==> src/rtl/mc_prob_controller.sv <==
// Monte-Carlo batch controller: launches N engine runs, counts successes, then
// divides to p = floor(succ*SCALE/N). Define MC_LFSR_SEED_EN for LFSR seed stepping.
module mc_prob_controller #(
  parameter  int CNT_W  = 8,
  parameter  int SEED_W = 23,
  parameter  int SCALE  = 100,
  localparam int P_W    = $clog2(SCALE + 1),
  localparam int PROD_W = CNT_W + P_W
) (
  input  logic              clk,
  input  logic              rst_n,
  input  logic              start,
  input  logic              abort,
  input  logic [CNT_W-1:0]  n_runs,
  input  logic [SEED_W-1:0] seed_base,
  output logic              sim_start,
  output logic [SEED_W-1:0] sim_seed,
  input  logic              sim_done,
  input  logic              sim_y,
  output logic [CNT_W-1:0]  runs_cnt,
  output logic [CNT_W-1:0]  succ_cnt,
  output logic [P_W-1:0]    p,
  output logic              busy,
  output logic              done
);

  localparam int DC_W = $clog2(PROD_W + 1);

  typedef enum logic [2:0] {
    S_IDLE, S_LAUNCH, S_WAIT, S_DIVIDE, S_DONE
  } state_e;

  state_e              state_q, state_d;
  logic [CNT_W-1:0]    n_q, n_d;
  logic [SEED_W-1:0]   seed_q, seed_d;
  logic [CNT_W-1:0]    runs_q, runs_d;
  logic [CNT_W-1:0]    succ_q, succ_d;
  logic [P_W-1:0]      p_q, p_d;
  logic [PROD_W-1:0]   dq_q, dq_d;
  logic [CNT_W-1:0]    rem_q, rem_d;
  logic [DC_W-1:0]     dc_q, dc_d;

  logic                last_run;
  logic                div_last;
  logic [CNT_W-1:0]    succ_inc;
  logic [PROD_W-1:0]   prod;
  logic [CNT_W:0]      rem_sh;
  logic [CNT_W:0]      rem_sub;
  logic                q_bit;
  logic [SEED_W-1:0]   seed_init;
  logic [SEED_W-1:0]   seed_next;

`ifdef MC_LFSR_SEED_EN
  // An all-zero LFSR state would lock up, so a zero base is promoted to 1.
  assign seed_init = (seed_base == '0) ? SEED_W'(1) : seed_base;
  assign seed_next = {seed_q[SEED_W-2:0], seed_q[SEED_W-1] ^ seed_q[SEED_W-6]};
`else
  assign seed_init = seed_base;
  assign seed_next = seed_q + SEED_W'(1);
`endif

  assign last_run = ({1'b0, runs_q} + (CNT_W+1)'(1)) == {1'b0, n_q};
  assign div_last = dc_q == DC_W'(PROD_W - 1);
  assign succ_inc = succ_q + CNT_W'(sim_y);
  assign prod     = PROD_W'(succ_inc) * PROD_W'(SCALE);

  // Restoring step: dq_q holds dividend bits in its top, quotient bits shift in below.
  assign rem_sh  = {rem_q, dq_q[PROD_W-1]};
  assign q_bit   = rem_sh >= {1'b0, n_q};
  assign rem_sub = rem_sh - {1'b0, n_q};

  // NOTE: sequential state uses non-blocking assignments so every register
  // samples the pre-edge values, independent of statement order.
  always_ff @(posedge clk or negedge rst_n) begin
    if (!rst_n) begin
      state_q <= S_IDLE;
    end else begin
      state_q <= state_d;
    end
  end

  always_ff @(posedge clk or negedge rst_n) begin
    if (!rst_n) begin
      n_q    <= '0;
      seed_q <= '0;
      runs_q <= '0;
      succ_q <= '0;
      p_q    <= '0;
      dq_q   <= '0;
      rem_q  <= '0;
      dc_q   <= '0;
    end else begin
      n_q    <= n_d;
      seed_q <= seed_d;
      runs_q <= runs_d;
      succ_q <= succ_d;
      p_q    <= p_d;
      dq_q   <= dq_d;
      rem_q  <= rem_d;
      dc_q   <= dc_d;
    end
  end

  always_comb begin
    // NOTE: every combinational output gets a default first so no path leaves
    // it unassigned, which would otherwise infer a latch.
    state_d = state_q;
    unique case (state_q)
      S_IDLE, S_DONE: begin
        if (start) state_d = (n_runs == '0) ? S_DIVIDE : S_LAUNCH;
      end
      S_LAUNCH: state_d = abort ? S_IDLE : S_WAIT;
      S_WAIT: begin
        if (abort)         state_d = S_IDLE;
        else if (sim_done) state_d = last_run ? S_DIVIDE : S_LAUNCH;
      end
      S_DIVIDE: begin
        if (abort)                         state_d = S_IDLE;
        else if (n_q == '0 || div_last)    state_d = S_DONE;
      end
      default: state_d = S_IDLE;
    endcase
  end

  always_comb begin
    n_d    = n_q;
    seed_d = seed_q;
    runs_d = runs_q;
    succ_d = succ_q;
    p_d    = p_q;
    dq_d   = dq_q;
    rem_d  = rem_q;
    dc_d   = dc_q;
    unique case (state_q)
      S_IDLE, S_DONE: begin
        if (start) begin
          n_d    = n_runs;
          seed_d = seed_init;
          runs_d = '0;
          succ_d = '0;
          p_d    = '0;
          dq_d   = '0;
          rem_d  = '0;
          dc_d   = '0;
        end
      end
      S_WAIT: begin
        if (!abort && sim_done) begin
          runs_d = runs_q + CNT_W'(1);
          succ_d = succ_inc;
          seed_d = seed_next;
          dq_d   = prod;
          rem_d  = '0;
          dc_d   = '0;
        end
      end
      S_DIVIDE: begin
        if (!abort && n_q != '0) begin
          dq_d  = {dq_q[PROD_W-2:0], q_bit};
          rem_d = q_bit ? rem_sub[CNT_W-1:0] : rem_sh[CNT_W-1:0];
          dc_d  = dc_q + DC_W'(1);
          // succ <= N bounds the quotient by SCALE, so it fits in P_W bits.
          if (div_last) p_d = dq_d[P_W-1:0];
        end
      end
      default: ;
    endcase
  end

  always_comb begin
    sim_start = (state_q == S_LAUNCH);
    busy      = (state_q == S_LAUNCH) || (state_q == S_WAIT) || (state_q == S_DIVIDE);
    done      = (state_q == S_DONE);
  end

  assign sim_seed = seed_q;
  assign runs_cnt = runs_q;
  assign succ_cnt = succ_q;
  assign p        = p_q;

endmodule

==> config.mk <==
export PLATFORM = sky130hd
export DESIGN_NAME = mc_prob_controller
export DESIGN_NICKNAME = d
export VERILOG_FILES = /design/src/rtl/mc_prob_controller.sv
export SDC_FILE = /design/constraint.sdc
export NUM_CORES = 1
export LEC_CHECK = 0
export ABC_AREA = 0
export CAP_MARGIN = 0
export CORE_UTILIZATION = 43
export DETAILED_ROUTE_END_ITERATION = 7
export PLACE_DENSITY = 0.66
export SLEW_MARGIN = 20
export SYNTH_ARGS = -nofsm -noshare
export SYNTH_HDL_FRONTEND = slang
export SYNTH_SLANG_ARGS = --single-unit
export TNS_END_PERCENT = 30
==> constraint.sdc <==
create_clock -name clk -period 5.2 [get_ports clk]
set_input_delay 1.04 -clock clk [delete_from_list [all_inputs] [get_ports clk]]
set_output_delay 1.04 -clock clk [all_outputs]
set_load 0.03 [all_outputs]
==> impl_metrics.ini, run 1 <==
[run_status]
status = complete, no violations

[global_routing]
grt_pass1_vias = 4810
gr-total-overflow = 0
grt_max_degree = 46
grt_usage = 0.235
grt_pass1_wl_um = 24000
antenna_found_initial = 0

[power_and_ir_drop]
peakVddDrop_uv = 305
p_per_area_nw_per_um2 = 505
p_leak_uw = 0.00302
p_total_uw = 3440

[timing]
max_slew_margin = 0.364
setup_tns_ps = 0
final-setup-viol-count = 0
finalCriticalPeriod_ps = 4590
max_freq_mhz = 218
hold_viol = 0
finalMaxSlewViolations = 0
tightest_slew_ps = 954
rsz0062_at_grt = no
finalCritPeriodShare = 0.882
fin_skew_ps = 4.27

[yosys]
synth-compound-area-share = 0.198
synth_adder_area_share = 0.110
syn_avg_cell_area_um2 = 8.81
synthesis.nets = 696
synth_top_family_by_area = compound AO/OA/AOI/OAI gates
synthXorXnorAreaFrac = 0.0534
synth-seq-cells = 84
synthSimpleGateAreaFrac = 0.185
synthesis.area_um2 = 5410
ys.flop_type = dfrtp_1
netlist_instances = 614
synth_edf_count = 0
synthMuxAreaShare = 0.0229
synth_cell_type_count = 57
async_flop_share = 1.00
yosysSeqAreaShare = 0.389
synth_warnings = 0

[clock_tree]
cts_tree = done
htreeDepth = 3
clk_path_buf_depth = 2
cts_hold_buf = 0
insertion_delay_ps = 350
cts_buffers = 9
numClockSinks = 84
root_buffer = clkbuf_16
cts_resized = 0
post_cts_buffers = 0
cts.reportedPaths.clkPinSlew_ps = 60

[drt]
num_vias = 4885
wl_per_cell_um = 16.9
viasPerCell = 5.65
post-route-drc-count = 0
dr.pass1.iters = 5
wirelength_um = 14600
ant_nets = 0
drt_iter0_markers = 317

[final_layout]
layout-area-overhead-vs-synth_pct = 25.7
insertedDiodeCount = 0
layout.nets = 773
register_area_um2 = 2100
fillers = 1121
multi_input_area_um2 = 3090
fin_cells = 864
layout_common_cells = nand2_1, dfrtp_1, clkdlybuf4s50_1
layout_commonest_cell = nand2_1
drive_gt1_frac = 0.0575

[floorplanning]
dieArea_um2 = 13000
ioPinCount = 86
die_w_um = 114
die_h_um = 114
core_area_um2 = 12200
rows = 40
start_util = 0.445

[setup_path]
end_kind = register
critPathSlowestCell = fa_1
cpMostUsedCell = ha_1
slowest_delay_ps = 470
required_ps = 5420
worstSetupStartpointType = input port
crit_chain = clkdlybuf4s50_1 > ha_1 > ha_1 > xnor2_1 > inv_1 > ha_1 > ha_1 > ha_1 > fa_1 > a21oi_1 > nor2b_1 > o311ai_0 > a21oi_1 > xnor2_1 > o21ai_0
worstPathMaxFanout = 4
arrival_ps = 4810
crit_type = input port to register

[placement]
dp_cells = 848
io_buffers = 85
hpwl_um = 10600
gp_congestion = 0.871

[worst_hold_path]
hp-class = register to register

[run]
max_cap_violations = 0
## critical path, delay by kind of cell
family                   cells  cell delay, ps
AND/OR/NAND/NOR              1              80
XOR/XNOR                     2             510
adder cells (fa/ha/maj)      6            1860
buffers and inverters        2             540
AO/OA/AOI/OAI                4             790
## Yosys cell counts (all sizes together), types with 7 or more instances
library cell / number / area [um^2]
nand2: 99 / 374
dfrtp: 84 / 2100
and3: 7 / 43.8
inv: 28 / 105
buf: 13 / 71.3
xnor2: 20 / 175
xor2: 13 / 114
mux2i: 9 / 90.1
ha: 41 / 513
nand3: 35 / 175
o31ai: 9 / 67.6
a21oi: 37 / 185
o21ai: 66 / 330
a21o: 9 / 67.6
nor2: 30 / 113
nor2b: 7 / 46.3
clkbuf: 14 / 52.6
## per-stage QoR
stage / util / hold WS, ps / worst slack (ps) / instance area [um^2]
floorplan: - / 447 / 1000 / 5410
global placement: 0.527 / 464 / 387 / 6410
detailed placement: 0.527 / 470 / 227 / 6410
CTS: 0.559 / 483 / 618 / 6800
global route: 0.559 / 519 / 349 / 6800
finish: 0.559 / 477 / 612 / 6800
## power breakdown
group,total [uW],internal (uW),switching (uW)
Combinational,1550,603,946
Clock,840,566,274
Sequential,1050,823,226
Total,3440,1990,1450
## metal layers
layer  global-route usage  vias to the layer above  routed length [um]  share of wire
li1                     -                     2349                   -              -
met1                0.319                     2377                6750           0.46
met2                0.375                      135                6860           0.47
met3               0.0318                       24                 624          0.043
met4                0.103                        0                 370          0.025
met5                    0                        -                   0              0
## worst paths after layout
check	end	slack [ps]	startpoint	cells past startpoint
min in group asynchronous	rem_q[3]	670	rst_n	1
hold / removal	p[3]	480	p[3]	2
setup / recovery	dq_q[14]	610	sim_y	15
max in group asynchronous	sim_seed[11]	3510	rst_n	2
setup reg to reg	dq_q[14]	1310	succ_cnt[0]	14
hold reg to reg	p[3]	480	p[3]	2
## state kept, by name (all words and copies together) (netlist names)
register  cells
sim_seed     23
dq_q         15
n_q           8
rem_q         8
runs_cnt      8
succ_cnt      8
p             7
dc_q          4
state_q       3
## final cells by class
class,instances,share of cell area
clock buffer,9,0.0331
clock inverter,7,0.0239
inverter,28,0.0155
multi-input combinational,475,0.454
sequential,84,0.309
tap,168,0.0309
timing repair buffer,93,0.134
## logic make-up (layout without fill, tap and decap cells)
| group | count (synthesis) | count (layout) |
|---|---|---|
| AND/OR/NAND/NOR | 216 | 216 |
| buffers and inverters | 55 | 137 |
| AO/OA/AOI/OAI | 169 | 169 |
| adder cells (fa/ha/maj) | 45 | 45 |
| flip-flops | 84 | 84 |
| multiplexers | 12 | 12 |
| XOR/XNOR | 33 | 33 |
Note: power is estimated with default switching activity, not from simulation.
==> run 2, diff against run 1 <==
--- a/config.mk
+++ b/config.mk
@@ -10,6 +10,7 @@
 export CORE_UTILIZATION = 43
 export DETAILED_ROUTE_END_ITERATION = 7
 export PLACE_DENSITY = 0.66
+export SETUP_SLACK_MARGIN = 0.3
 export SLEW_MARGIN = 20
 export SYNTH_ARGS = -nofsm -noshare
 export SYNTH_HDL_FRONTEND = slang
==> results of run 2 <==
No change in the layout: final DEF, timing and power equal those of run 1.
==> run 3, diff against run 2 <==
--- a/config.mk
+++ b/config.mk
@@ -8,6 +8,7 @@
 export ABC_AREA = 0
 export CAP_MARGIN = 0
 export CORE_UTILIZATION = 43
+export CTS_CLUSTER_SIZE = 24
 export DETAILED_ROUTE_END_ITERATION = 7
 export PLACE_DENSITY = 0.66
 export SETUP_SLACK_MARGIN = 0.3
==> results of run 3 <==
No change in the layout: final DEF, timing and power equal those of run 1.
